### src/rtl/routing_pkg.sv
// Shared routing-table definitions: memory geometry, table base addresses,
// neighbor table depth and the scan state encoding.
// SKIP_EMPTY_EN adds the RD_SC state used to read sinkIDCount per neighbor.
package routing_pkg;

   localparam int unsigned WORD_WIDTH    = 16;
   localparam int unsigned ADDR_WIDTH    = 11;
   localparam int unsigned MAX_NEIGHBORS = 16;

   // Word addresses; per-neighbor tables use a stride of 2 words.
   localparam int unsigned NEIGHBOR_COUNT_ADDR = 'h68A;
   localparam int unsigned BEST_NEIGHBOR_ADDR  = 'h68C;
   localparam int unsigned NEIGHBOR_ID_BASE    = 'h1A8;
   localparam int unsigned QVALUE_BASE         = 'h1C8;
   localparam int unsigned SINKID_COUNT_BASE   = 'h68E;

   typedef enum logic [2:0] {
      S_WAIT,
      S_IDLE,
      S_RD_CNT,
      S_RD_Q,
`ifdef SKIP_EMPTY_EN
      S_RD_SC,
`endif
      S_RD_ID,
      S_WR,
      S_DONE
   } state_t;

endpackage

### src/rtl/best_neighbor_select_min_tracker.sv
// min_tracker: registered running minimum of candidate qValues.
// Strict less-than keeps the earliest index on ties; the first offered
// candidate is always taken, so 16'hFFFF is a legal winner.
module min_tracker
   import routing_pkg::*;
#(
   parameter int unsigned Q_W   = WORD_WIDTH,
   parameter int unsigned IDX_W = 5
) (
   input  logic             clock,
   input  logic             nrst,
   input  logic             clear,
   input  logic             load,
   input  logic [Q_W-1:0]   cand_q,
   input  logic [IDX_W-1:0] cand_idx,
   output logic             hit,
   output logic [Q_W-1:0]   best_q,
   output logic [IDX_W-1:0] best_idx,
   output logic             best_valid
);

   assign hit = load && (!best_valid || (cand_q < best_q));

   // Best-so-far register; clear wins over load.
   always_ff @(posedge clock) begin
      if (!nrst || clear) begin
         best_q     <= '1;
         best_idx   <= '0;
         best_valid <= 1'b0;
      end else if (hit) begin
         best_q     <= cand_q;
         best_idx   <= cand_idx;
         best_valid <= 1'b1;
      end
   end

endmodule

### src/rtl/best_neighbor_select.sv
// best_neighbor_select: scans qValue[0..neighborCount-1] for the minimum,
// fetches that neighbor's ID, writes it to bestNeighbor and presents it.
// Optional macro SKIP_EMPTY_EN: neighbors whose sinkIDCount is zero are
// excluded, costing one extra read (RD_SC) per neighbor.
module best_neighbor_select #(
   parameter int unsigned WORD_WIDTH    = routing_pkg::WORD_WIDTH,
   parameter int unsigned ADDR_WIDTH    = routing_pkg::ADDR_WIDTH,
   parameter int unsigned MAX_NEIGHBORS = routing_pkg::MAX_NEIGHBORS
) (
   input  logic                  clock,
   input  logic                  nrst,
   input  logic                  en,
   input  logic                  start,
   input  logic [WORD_WIDTH-1:0] data_in,
   output logic [ADDR_WIDTH-1:0] address,
   output logic                  wr_en,
   output logic [WORD_WIDTH-1:0] data_out,
   output logic [WORD_WIDTH-1:0] best_id,
   output logic [WORD_WIDTH-1:0] best_q,
   output logic                  best_valid,
   output logic                  done
);

   // Index must hold MAX_NEIGHBORS itself and is never narrower than 5 bits.
   localparam int unsigned IDX_BITS = $clog2(MAX_NEIGHBORS + 1);
   localparam int unsigned IDX_W    = (IDX_BITS < 5) ? 5 : IDX_BITS;
   localparam logic [IDX_W-1:0]      CNT_MAX   = IDX_W'(MAX_NEIGHBORS);
   localparam logic [WORD_WIDTH-1:0] CNT_MAX_W = WORD_WIDTH'(MAX_NEIGHBORS);

   typedef routing_pkg::state_t state_t;

   function automatic logic [ADDR_WIDTH-1:0] word_addr(input int unsigned base,
                                                       input logic [IDX_W-1:0] idx);
      return ADDR_WIDTH'(base + (32'(idx) << 1));
   endfunction

   state_t                state, state_n;
   logic [ADDR_WIDTH-1:0] address_n;
   logic                  wr_en_n;
   logic [WORD_WIDTH-1:0] data_out_n;
   logic [WORD_WIDTH-1:0] best_id_n;
   logic                  done_n;
   logic [IDX_W-1:0]      i, i_n, i_inc;
   logic [IDX_W-1:0]      cnt, cnt_n;
   logic                  trk_clear, trk_load, trk_hit;
   logic [IDX_W-1:0]      best_idx;
   logic                  valid_after;
   logic [IDX_W-1:0]      idx_after;
`ifdef SKIP_EMPTY_EN
   logic                  sc_ok, sc_ok_n;
`endif

   min_tracker #(
      .Q_W   (WORD_WIDTH),
      .IDX_W (IDX_W)
   ) u_min (
      .clock      (clock),
      .nrst       (nrst),
      .clear      (trk_clear),
      .load       (trk_load),
      .cand_q     (data_in),
      .cand_idx   (i),
      .hit        (trk_hit),
      .best_q     (best_q),
      .best_idx   (best_idx),
      .best_valid (best_valid)
   );

   // The exit decision in RD_Q must see this cycle's candidate, so the
   // post-update valid/index are formed here instead of from the registers.
   assign i_inc       = i + IDX_W'(1);
   assign valid_after = best_valid | trk_hit;
   assign idx_after   = trk_hit ? i : best_idx;

   // Next-state and next-register values for the scan sequencer.
   always_comb begin
      state_n    = state;
      address_n  = address;
      wr_en_n    = 1'b0;
      data_out_n = data_out;
      best_id_n  = best_id;
      done_n     = done;
      i_n        = i;
      cnt_n      = cnt;
      trk_clear  = 1'b0;
      trk_load   = 1'b0;
`ifdef SKIP_EMPTY_EN
      sc_ok_n    = sc_ok;
`endif
      case (state)
         routing_pkg::S_WAIT: begin
            if (en) begin
               done_n    = 1'b0;
               trk_clear = 1'b1;
               i_n       = '0;
               state_n   = routing_pkg::S_IDLE;
            end
         end
         routing_pkg::S_IDLE: begin
            if (start) begin
               address_n = ADDR_WIDTH'(routing_pkg::NEIGHBOR_COUNT_ADDR);
               state_n   = routing_pkg::S_RD_CNT;
            end
         end
         routing_pkg::S_RD_CNT: begin
            if (data_in > CNT_MAX_W) begin
               cnt_n = CNT_MAX;
            end else begin
               cnt_n = IDX_W'(data_in);
            end
            if (data_in == '0) begin
               trk_clear = 1'b1;
               state_n   = routing_pkg::S_DONE;
            end else begin
`ifdef SKIP_EMPTY_EN
               address_n = word_addr(routing_pkg::SINKID_COUNT_BASE, i);
               state_n   = routing_pkg::S_RD_SC;
`else
               address_n = word_addr(routing_pkg::QVALUE_BASE, i);
               state_n   = routing_pkg::S_RD_Q;
`endif
            end
         end
`ifdef SKIP_EMPTY_EN
         routing_pkg::S_RD_SC: begin
            sc_ok_n   = (data_in != '0);
            address_n = word_addr(routing_pkg::QVALUE_BASE, i);
            state_n   = routing_pkg::S_RD_Q;
         end
`endif
         routing_pkg::S_RD_Q: begin
`ifdef SKIP_EMPTY_EN
            trk_load = sc_ok;
`else
            trk_load = 1'b1;
`endif
            i_n = i_inc;
            if (i_inc == cnt) begin
               if (valid_after) begin
                  address_n = word_addr(routing_pkg::NEIGHBOR_ID_BASE, idx_after);
                  state_n   = routing_pkg::S_RD_ID;
               end else begin
                  state_n = routing_pkg::S_DONE;
               end
            end else begin
`ifdef SKIP_EMPTY_EN
               address_n = word_addr(routing_pkg::SINKID_COUNT_BASE, i_inc);
               state_n   = routing_pkg::S_RD_SC;
`else
               address_n = word_addr(routing_pkg::QVALUE_BASE, i_inc);
`endif
            end
         end
         routing_pkg::S_RD_ID: begin
            best_id_n  = data_in;
            data_out_n = data_in;
            address_n  = ADDR_WIDTH'(routing_pkg::BEST_NEIGHBOR_ADDR);
            wr_en_n    = 1'b1;
            state_n    = routing_pkg::S_WR;
         end
         routing_pkg::S_WR: begin
            state_n = routing_pkg::S_DONE;
         end
         routing_pkg::S_DONE: begin
            done_n  = 1'b1;
            state_n = routing_pkg::S_WAIT;
         end
         default: begin
            state_n = routing_pkg::S_WAIT;
         end
      endcase
   end

   // State and registered outputs; reset drops any write in flight.
   always_ff @(posedge clock) begin
      if (!nrst) begin
         state    <= routing_pkg::S_WAIT;
         address  <= ADDR_WIDTH'(routing_pkg::NEIGHBOR_COUNT_ADDR);
         wr_en    <= 1'b0;
         data_out <= '0;
         best_id  <= '0;
         done     <= 1'b0;
         i        <= '0;
         cnt      <= '0;
`ifdef SKIP_EMPTY_EN
         sc_ok    <= 1'b0;
`endif
      end else begin
         state    <= state_n;
         address  <= address_n;
         wr_en    <= wr_en_n;
         data_out <= data_out_n;
         best_id  <= best_id_n;
         done     <= done_n;
         i        <= i_n;
         cnt      <= cnt_n;
`ifdef SKIP_EMPTY_EN
         sc_ok    <= sc_ok_n;
`endif
      end
   end

endmodule

### config.mk
export PLATFORM = sky130hd
export DESIGN_NAME = best_neighbor_select
export DESIGN_NICKNAME = d
export VERILOG_FILES = /design/src/rtl/routing_pkg.sv /design/src/rtl/best_neighbor_select_min_tracker.sv /design/src/rtl/best_neighbor_select.sv
export SDC_FILE = /design/constraint.sdc
export NUM_CORES = 1
export LEC_CHECK = 0
export CAP_MARGIN = 5
export CELL_PAD_IN_SITES_DETAIL_PLACEMENT = 1
export CELL_PAD_IN_SITES_GLOBAL_PLACEMENT = 2
export CORE_UTILIZATION = 27
export DETAILED_ROUTE_END_ITERATION = 10
export PLACE_DENSITY_LB_ADDON = 0.1
export SETUP_SLACK_MARGIN = 0.3
export SYNTH_ARGS = -nofsm -noshare
export SYNTH_HDL_FRONTEND = slang
export SYNTH_HIERARCHICAL = 1
export SYNTH_SLANG_ARGS = --single-unit
### constraint.sdc
create_clock -name clock -period 3.5 [get_ports clock]
set_clock_uncertainty 0.2 [all_clocks]
set_input_delay 0.525 -clock clock [delete_from_list [all_inputs] [get_ports clock]]
set_output_delay 0.525 -clock clock [all_outputs]
set_load 0.02 [all_outputs]
==> parameters.txt, run 1 <==
Parameter                              Value

Run status
  Run status ... finished, final reports clean

Setup path
  Critical path required time ... 3520 ps
  Worst setup path category ... in -> reg
  Beginning of the worst register-to-register path ... u_min/best_q[5]
  Startpoint types ... input port
  Reg-to-reg setup timing slack ... 430 ps
  Data arrival time of the worst path ... 3150 ps
  Destination of the worst register-to-register timing path ... address[5]
  Worst reg-to-reg path cell count ... 12
  Critical path peak fanout ... 4
  Endpoint type of the worst setup path ... register

Placement
  Count of buffers from port buffering ... 80
  Area of placed instances ... 4820 um^2
  Estimated wirelength of the detail-placed design ... 8.78 mm
  Placement-stage worst setup slack ... -213 ps
  RD Place Congestion ... 0.769

CTS
  Clock edge transition at the registers on the reported setup and hold paths ... 50 ps
  Insertion delay to the later sink of the worst-skew pair ... 340 ps
  CTS H-Tree Depth ... 3
  Clock tree from TritonCTS ... built
  CTS sink cnt ... 63
  Total clock buffers created by CTS ... 9
  Clk Tree Root Cell ... clkbuf_16
  Cts-stage hold buffer count ... 0
  Maximum number of buffers from clock root to sink ... 2

GRT
  Number of antenna violations at the first check in global routing ... 0
  Global-route congestion overflow total ... 0
  Largest net degree at the start of global routing ... 26
  GRT Resource Usage Total ... 17.5%
  Vias in the first global route ... 3,538
  Wire length of the first global-routing pass ... 18.8 mm

Cells and area
  Utilization after layout ... 39.6%
  Area occupied by registers ... 1270 um^2
  Fillers ... 1,565
  Area of the multi-input gates ... 2220 um^2
  Fin nets ... 571
  Share of final-layout standard cells stronger than drive strength 1 ... 17.8%
  Final standard cell area without fillers ... 5240 um^2
  Ant diodes ... 0
  Layout overhead on the synthesized area ... 42.7%

Power and ir drop
  Design Power ... 2.24 mW
  Total power divided by cell area ... 427 nW/um^2
  Leakage ... 2.16 nW
  Peak supply drop ... 0.172 mV

STA
  Worst-case setup margin in the final layout ... 365 ps
  RSZ-0062 raised after global routing ... no
  Setup TNS ... 0 ps
  Shortest period the worst path allows ... 3140 ps
  Max frequency ... 319 MHz
  Count of endpoints failing setup in the final report ... 0
  Hold violation count in the final report ... 0
  Max-slew headroom ... 49.5%
  Pins Over Slew Limit ... 0
  Least-Margin Pin Slew ... 756 ps
  Share of the clock period used by the worst path ... 89.6%

Routing
  1st-iter DRT viols ... 115
  Number of nets with antenna violations after routing ... 0
  Via count ... 3,380
  # DRC ... 0
  Average wire length per cell after detail routing ... 16.5 um
  Via density per instance ... 4.75
  Final wirelength ... 11.7 mm
  Iteration count of the initial detailed-routing pass ... 5

Synthesis
  Xor/xnor cell area share of the yosys netlist ... 2.63%
  Flip-flop and latch count after synthesis ... 63
  Top FF cell, synth ... dfxtp_1
  Sequential fraction of the synthesis area ... 34.4%
  Cell with the most instances after synthesis ... nand2_1
  Main combinational cell family by area after synthesis ... simple AND/OR/NAND/NOR gates
  Number of warning messages in the yosys log ... 6
  Share of synthesized flip-flops with an asynchronous set or reset ... 0%
  Syn avg cell area ... 8.36 um^2
  Area share of the leading cell type in the synthesized netlist ... 34.4%
  Post-synth EDFFs ... 0
  Cell types with the largest area share after synthesis ... dfxtp_1, mux2i_1, ha_1, nand2_1, nor2_1
  Cell type with the largest total area after synthesis ... dfxtp_1
  Commonest cells in the netlist ... nand2_1, dfxtp_1, nor2_1
  Synthesized-area fraction occupied by adder cells ... 7.16%
  Fraction of the mapped netlist area in simple logic gates ... 20.3%
  Post-synthesis cell type count ... 57
  Gate Count Post-Synth ... 439
  Complex-gate fraction of the synthesized area ... 17.6%
  Post-Synthesis Cell Area ... 3670 um^2
  Multiplexer share of the synthesized area ... 8.59%
  Syn nets ... 480

Die
  Die width ... 119 um
  Die Y-Extent ... 119 um
  Std cell rows ... 42
  Initial standard-cell utilization of the core ... 27.7%
  Die Outline Area ... 14,100 um^2
  Number of top-level pins ... 82
  Area of the core ... 13,200 um^2

Flow run
  Max-capacitance violation count ... 0

Worst hold path
  Hold Path Stages ... 2
  Hold path startpoint ... address[3]
  Hold crit path type ... reg -> reg
  Endpoint of the worst hold-timing path ... address[3]
## worst max-delay path by stage
stage                start          end  slack [ps]  cells after the start
2_1_floorplan  data_in[13]  address[10]         220                     12
3_3_place_gp   data_in[13]   address[5]        -160                     12
3_5_place_dp   data_in[13]   address[5]        -210                     12
4_1_cts         data_in[5]   address[5]         310                     12
5_1_grt         data_in[8]   address[5]         300                     12
6_report        data_in[8]   address[5]         360                     12
## layer usage
metal,vias to the layer above,track usage [%],share of wire (%)
li1,1670,-,-
met1,1637,21.3,47
met2,64,29.6,48
met3,9,4.54,4.7
met4,0,5.93,0.98
met5,-,0,0
## worst max-delay path, stage by stage
cell and delay, ps:
clkdlybuf4s50_1 460, ha_2 200, a21oi_2 130, o21a_1 150
o221ai_2 120, a31oi_4 250, mux2_4 350, ha_2 190
xor2_1 160, o21a_1 180, a222oi_1 360, nor3b_2 80
## power breakdown
group | internal, mW | switching, mW | leakage [nW]
Clock | 0.621 | 0.330 | 0.151
Combinational | 0.231 | 0.281 | 1.50
Sequential | 0.751 | 0.0229 | 0.508
## kinds of logic after synthesis
family          Yosys count
simple gates            161
compound gates           88
flops                    63
buf+inv                  63
mux                      31
fa+ha+maj                21
xor+xnor                 11
other cells               1
## flip-flops by register name (all words and copies together), names as in the netlist
register and cells:
u_min/best_q 16, u_min/best_valid 1, address 10, u_min/best_idx 5, best_id 16, cnt 5
state 3, i 5, done 1, wr_en 1
## through the flow
step | cells | hold slack (ps)
2_1_floorplan | 439 | 232
3_3_place_gp | 692 | 244
3_5_place_dp | 692 | 258
4_1_cts | 711 | 264
5_1_grt | 711 | 279
6_report | 711 | 259
## cells in the final DEF, fill, tap and decap left out, drive strengths merged, types with 5 or more instances in the layout
cell	instances
a21boi	18
a21oi	13
a22oi	8
buf	41
clkbuf	12
clkdlybuf4s50	66
dfxtp	63
dlygate4sd2	9
dlymetal6s2s	5
ha	21
inv	22
mux2i	27
nand2	65
nand3	5
nor2	50
nor2b	13
nor3	5
o211ai	5
o21ai	15
xnor2	8
## repair_timing
action                     CTS  global route
resized for setup           18            11
setup buffers                3             0
pin swaps                   14            10
setup endpoints to repair    9             8
## final cells by class
| type | instances | area share [%] |
|---|---|---|
| multi-input cells | 313 | 42.3 |
| flip-flops and latches | 63 | 24.2 |
| repair buffers | 121 | 21.8 |
| clock buffers | 12 | 4.52 |
| well taps | 176 | 4.20 |
| inverters | 22 | 1.58 |
| clock inverters | 4 | 1.34 |
Note: power is estimated with default switching activity, not from simulation.
==> inputs of run 2 (changes only) <==
GPL_TIMING_DRIVEN = 0   (was not set)
==> parameters.txt, run 2 (synthesized netlist as in run 1, its figures left out) <==
Parameter                              Value

Run status
  Run status ... finished, final reports clean (unchanged)

CTS
  Total clock buffers created by CTS ... 9 (unchanged)
  CTS H-Tree Depth ... 3 (unchanged)
  Maximum number of buffers from clock root to sink ... 2 (unchanged)
  Clock tree from TritonCTS ... built (unchanged)
  Clk Tree Root Cell ... clkbuf_16 (unchanged)
  Insertion delay to the later sink of the worst-skew pair ... 330 ps (was 340 ps)
  CTS sink cnt ... 63 (unchanged)
  Clock edge transition at the registers on the reported setup and hold paths ... 50 ps (about the same)

Placement
  RD Place Congestion ... 0.772 (was 0.769)
  Placement-stage worst setup slack ... -752 ps (was -213 ps)
  Count of buffers from port buffering ... 80 (unchanged)
  Estimated wirelength of the detail-placed design ... 9.04 mm (was 8.78 mm)
  Area of placed instances ... 4780 um^2 (was 4820 um^2)

Power and ir drop
  Design Power ... 2.13 mW (was 2.24 mW)
  Total power divided by cell area ... 405 nW/um^2 (was 427 nW/um^2)
  Peak supply drop ... 0.180 mV (was 0.172 mV)
  Leakage ... 2.16 nW (about the same)

Setup path
  Data arrival time of the worst path ... 3220 ps (was 3150 ps)
  Endpoint type of the worst setup path ... register (unchanged)
  Critical path required time ... 3510 ps (was 3520 ps)
  Worst setup path category ... reg -> reg (was in -> reg)
  Startpoint types ... register (was input port)
  Worst reg-to-reg path cell count ... 13 (was 12)
  Critical path peak fanout ... 7 (was 4)

GRT
  Wire length of the first global-routing pass ... 19.1 mm (was 18.8 mm)
  Largest net degree at the start of global routing ... 11 (was 26)
  Number of antenna violations at the first check in global routing ... 0 (unchanged)
  Vias in the first global route ... 3,526 (was 3,538)
  GRT Resource Usage Total ... 17.7% (was 17.5%)
  Global-route congestion overflow total ... 0 (unchanged)

Die
  Area of the core ... 13,200 um^2 (unchanged)
  Die Outline Area ... 14,100 um^2 (unchanged)
  Die Y-Extent ... 119 um (unchanged)
  Std cell rows ... 42 (unchanged)
  Initial standard-cell utilization of the core ... 27.7% (unchanged)
  Number of top-level pins ... 82 (unchanged)
  Die width ... 119 um (unchanged)

Cells and area
  Share of final-layout standard cells stronger than drive strength 1 ... 20.4% (was 17.8%)
  Regs by FF count ... best_id: 16 flops, u_min/best_q: 16 flops, address: 10 flops (unchanged)
  Fin nets ... 588 (was 571)
  Leading cell types in the layout, fill and taps excluded ... clkdlybuf4s50_1, nand2_1, dfxtp_1 (unchanged)
  Layout overhead on the synthesized area ... 43.3% (was 42.7%)
  Area of the multi-input gates ... 2230 um^2 (was 2220 um^2)
  Final standard cell area without fillers ... 5260 um^2 (was 5240 um^2)
  Fillers ... 1,612 (was 1,565)
  Area occupied by registers ... 1270 um^2 (about the same)
  Commonest non-fill, non-tap cell in the layout ... clkdlybuf4s50_1 (unchanged)
  Ant diodes ... 0 (unchanged)

Routing
  Final wirelength ... 12.1 mm (was 11.7 mm)
  1st-iter DRT viols ... 114 (was 115)
  Iteration count of the initial detailed-routing pass ... 7 (was 5)
  Via density per instance ... 4.73 (was 4.75)
  Number of nets with antenna violations after routing ... 0 (unchanged)
  # DRC ... 0 (unchanged)
  Via count ... 3,437 (was 3,380)
  Average wire length per cell after detail routing ... 16.7 um (was 16.5 um)

STA
  Pins Over Slew Limit ... 0 (unchanged)
  Max-slew headroom ... 45.1% (was 49.5%)
  Hold violation count in the final report ... 0 (unchanged)
  Share of the clock period used by the worst path ... 91.8% (was 89.6%)
  Worst slack on hold paths ... 251 ps (was 259 ps)
  Worst-case setup margin in the final layout ... 288 ps (was 365 ps)
  Least-Margin Pin Slew ... 819 ps (was 756 ps)
  Max frequency ... 311 MHz (was 319 MHz)
  RSZ-0062 raised after global routing ... yes (was no)
  Shortest period the worst path allows ... 3210 ps (was 3140 ps)
  Count of endpoints failing setup in the final report ... 0 (unchanged)

Worst hold path
  Hold crit path type ... reg -> reg (unchanged)
  Hold Path Stages ... 2 (unchanged)

Flow run
  Max-capacitance violation count ... 0 (unchanged)
==> run 2: cell types whose count changed in the layout (fill, tap and decap cells not counted), moves of 5 or more <==
cell	delta
clkbuf_1	+10
buf_2	+7
clkbuf_2	+7
dlygate4sd2_1	-7
clkdlybuf4s15_2	+5
dlymetal6s2s_1	-5
==> run 2: worst max-delay path, stage by stage, from the launching register on <==
cell,delay [ps]
dfxtp_4,350
and2b_2,240
nand2_4,100
inv_8,40
a211o_4,350
nor3_4,150
a31oi_4,120
buf_8,140
clkbuf_16,150
or4_4,560
o211ai_4,260
buf_4,150
mux2i_1,220
nor3b_2,60
==> run 2: repair_timing <==
action,in CTS,in global routing
resized for setup,55,22
pin swaps,7,7
endpoints found under the setup margin,27,24
hold buffers,0,0
buffers inserted,9,8
==> run 2: report_power, final <==
group | switching, mW | internal (mW) | leakage [nW]
registers | 0.0228 | 0.751 | 0.507
logic | 0.297 | 0.234 | 1.52
clock network | 0.317 | 0.509 | 0.132
==> run 2: cell type report <==
cell class	instances	area share (%)
timing repair buffer	97	17.0
clock buffer	13	4.95
buffer	41	5.40
tap	176	4.19
sequential	63	24.2
inverter	22	1.71
multi-input combinational	313	42.4
clock inverter	1	0.0952
==> run 2: routing by layer <==
metal | share of wire (%) | GRT usage [%]
met1 | 50 | 23.2
met2 | 46 | 28.1
met3 | 3.1 | 3.86
met4 | 1.0 | 6.72
met5 | 0 | 0
==> run 2: through the flow <==
stage | util (%) | TNS, ps | cells
6_report | 39.7 | 0 | 726
5_1_grt | 39.7 | 0 | 726
4_1_cts | 38.9 | 0 | 718
3_5_place_dp | 36.1 | -11120 | 695
3_3_place_gp | 36.1 | -10270 | 695
2_1_floorplan | - | 0 | 439
==> run 2: worst paths after layout <==
| check | from | to | slack (ps) |
|---|---|---|---|
| worst min register to register | address[6] | address[6] | 250 |
| worst max-delay path | state[2] | address[5] | 290 |
| worst max register to register | state[2] | address[5] | 290 |
| worst min-delay path | address[6] | address[6] | 250 |
==> inputs of run 3 (changes only) <==
CORE_MARGIN = 4   (was not set)
REMOVE_ABC_BUFFERS = 1   (was not set)
==> parameters.txt, run 3 (synthesized netlist as in run 1, its figures left out) <==
Parameter                              Value

STA
  Pins Over Slew Limit ... 0 (unchanged)
  Worst-case setup margin in the final layout ... 358 ps (was 288 ps)
  Setup TNS ... 0 ps (unchanged)
  Count of endpoints failing setup in the final report ... 0 (unchanged)
  Shortest period the worst path allows ... 3140 ps (was 3210 ps)
  Least-Margin Pin Slew ... 853 ps (was 819 ps)
  Share of the clock period used by the worst path ... 89.8% (was 91.8%)
  Max frequency ... 318 MHz (was 311 MHz)
  Max-slew headroom ... 43.2% (was 45.1%)
  RSZ-0062 raised after global routing ... yes (unchanged)
  Hold violation count in the final report ... 0 (unchanged)

Routing
  Via count ... 3,348 (was 3,437)
  Iteration count of the initial detailed-routing pass ... 4 (was 7)
  Via density per instance ... 4.80 (was 4.73)
  1st-iter DRT viols ... 114 (unchanged)
  Number of nets with antenna violations after routing ... 0 (unchanged)
  Average wire length per cell after detail routing ... 16.4 um (was 16.7 um)
  # DRC ... 0 (unchanged)
  Final wirelength ... 11.4 mm (was 12.1 mm)

Die
  Initial standard-cell utilization of the core ... 27.6% (was 27.7%)
  Die Outline Area ... 15,500 um^2 (was 14,100 um^2)
  Std cell rows ... 42 (unchanged)
  Die Y-Extent ... 125 um (was 119 um)
  Die width ... 125 um (was 119 um)
  Number of top-level pins ... 82 (unchanged)
  Area of the core ... 13,300 um^2 (was 13,200 um^2)

Setup path
  Worst path slowest cell ... mux2_4 (was or4_4)
  Critical path required time ... 3520 ps (was 3510 ps)
  Worst reg-to-reg path cell count ... 12 (was 13)
  Data arrival time of the worst path ... 3160 ps (was 3220 ps)
  Worst setup path category ... reg -> reg (unchanged)
  Critical path peak fanout ... 6 (was 7)
  Endpoint type of the worst setup path ... register (unchanged)
  CP peak stage delay ... 360 ps (was 560 ps)
  Startpoint types ... register (unchanged)
  Chain of cells forming the critical path ... and2b_2, nand2_4, inv_8, a211o_4, nor3_4, a31oi_4, mux2_4, ha_4, xor2_1, o21a_1, a222oi_1, nor3b_2 (was and2b_2, nand2_4, inv_8, a211o_4, nor3_4, a31oi_4, buf_8, clkbuf_16, or4_4, o211ai_4, buf_4, mux2i_1, nor3b_2)

CTS
  CTS sink cnt ... 63 (unchanged)
  CTS H-Tree Depth ... 3 (unchanged)
  Total clock buffers created by CTS ... 9 (unchanged)
  Clk Tree Root Cell ... clkbuf_16 (unchanged)
  Insertion delay to the later sink of the worst-skew pair ... 340 ps (was 330 ps)
  Clock tree from TritonCTS ... built (unchanged)
  Clock edge transition at the registers on the reported setup and hold paths ... 60 ps (was 50 ps)
  Maximum number of buffers from clock root to sink ... 2 (unchanged)

Cells and area
  Leading cell types in the layout, fill and taps excluded ... clkdlybuf4s50_1, nand2_1, dfxtp_1 (unchanged)
  Regs by FF count ... best_id: 16 flops, u_min/best_q: 16 flops, address: 10 flops (unchanged)
  Share of final-layout standard cells stronger than drive strength 1 ... 18.6% (was 20.4%)
  Fin nets ... 558 (was 588)
  Count of placed standard cells in the final layout, fillers left out ... 698 (was 726)
  Ant diodes ... 0 (unchanged)
  Layout overhead on the synthesized area ... 38.3% (was 43.3%)
  Commonest non-fill, non-tap cell in the layout ... clkdlybuf4s50_1 (unchanged)
  Fillers ... 1,565 (was 1,612)

Flow run
  Max-capacitance violation count ... 0 (unchanged)

Placement
  RD Place Congestion ... 0.802 (was 0.772)
  Placed Cells incl. Taps ... 655 (was 695)
  Count of buffers from port buffering ... 80 (unchanged)
  Placement-stage worst setup slack ... -1420 ps (was -752 ps)
  Estimated wirelength of the detail-placed design ... 7.67 mm (was 9.04 mm)

GRT
  GRT Resource Usage Total ... 15.1% (was 17.7%)
  Global-route congestion overflow total ... 0 (unchanged)
  Largest net degree at the start of global routing ... 47 (was 11)
  Vias in the first global route ... 3,471 (was 3,526)
  Number of antenna violations at the first check in global routing ... 0 (unchanged)
  Wire length of the first global-routing pass ... 18.7 mm (was 19.1 mm)

Power and ir drop
  Leakage ... 2.06 nW (was 2.16 nW)
  Peak supply drop ... 0.172 mV (was 0.180 mV)
  Total power divided by cell area ... 416 nW/um^2 (was 405 nW/um^2)

Run status
  Run status ... finished, final reports clean (unchanged)

Worst hold path
  Hold Path Stages ... 2 (unchanged)
  Hold crit path type ... reg -> reg (unchanged)
## run 3: cell types whose count changed in the layout (fill, tap and decap cells not counted), moves of 4 or more
cell / change
buf_4: -10
dlygate4sd2_1: +5
clkdlybuf4s15_2: -4
buf_2: -5
dfxtp_2: -4
clkbuf_1: -13
clkinv_2: +4
## run 3: layout make-up
| class | count | area (um^2) | area share [%] |
|---|---|---|---|
| multi-input combinational | 314 | 2250 | 44.4 |
| sequential | 63 | 1280 | 25.2 |
| clock buffer | 9 | 225 | 4.44 |
| inverter | 22 | 90.1 | 1.78 |
| timing repair buffer | 107 | 967 | 19.1 |
| tap | 176 | 220 | 4.34 |
| clock inverter | 7 | 40.0 | 0.789 |
## run 3: final timing paths
kind / to / slack [ps] / from
worst max-delay path: address[5] / 360 / state[2]
worst min-delay path: address[6] / 250 / address[6]
worst max register to register: address[5] / 360 / state[2]
worst min register to register: address[6] / 250 / address[6]
## run 3: layer usage
metal / GRT usage [%] / routed length, um
met1: 20.2 / 5570
met4: 6.00 / 200
met5: 0 / 0
met2: 23.7 / 5280
met3: 3.13 / 395
## run 3: worst max-delay path: cells and delay by family (launching register included)
family / cells / cell delay [ps]
compound gates: 4 / 1070
simple gates: 4 / 670
mux: 1 / 360
flops: 1 / 350
fa+ha+maj: 1 / 160
xor+xnor: 1 / 150
buf+inv: 1 / 40
## run 3: where the power goes
group	switching, mW	internal [mW]	total (mW)	leakage (nW)
Clock	0.349	0.472	0.821	0.131
Combinational	0.279	0.222	0.500	1.42
Sequential	0.0358	0.752	0.788	0.510
Total	0.663	1.45	2.11	2.06
## run 3: through the flow
| stage | hold slack (ps) | power (mW) | cell area [um^2] | util [%] |
|---|---|---|---|---|
| floorplan | 232 | 1.04 | 3410 | - |
| global placement | 239 | 1.22 | 4430 | 33.3 |
| detailed placement | 241 | 1.22 | 4440 | 33.4 |
| CTS | 249 | 2.11 | 4890 | 36.8 |
| global route | 258 | 2.22 | 5070 | 38.2 |
| finish | 245 | 2.11 | 5070 | 38.2 |
## run 3: repair_timing
action,CTS,global route
cloned,1,0
hold buffers,0,0
gates resized for setup,39,38
pin swaps,6,9
setup buffers,14,12
endpoints found under the setup margin,33,10
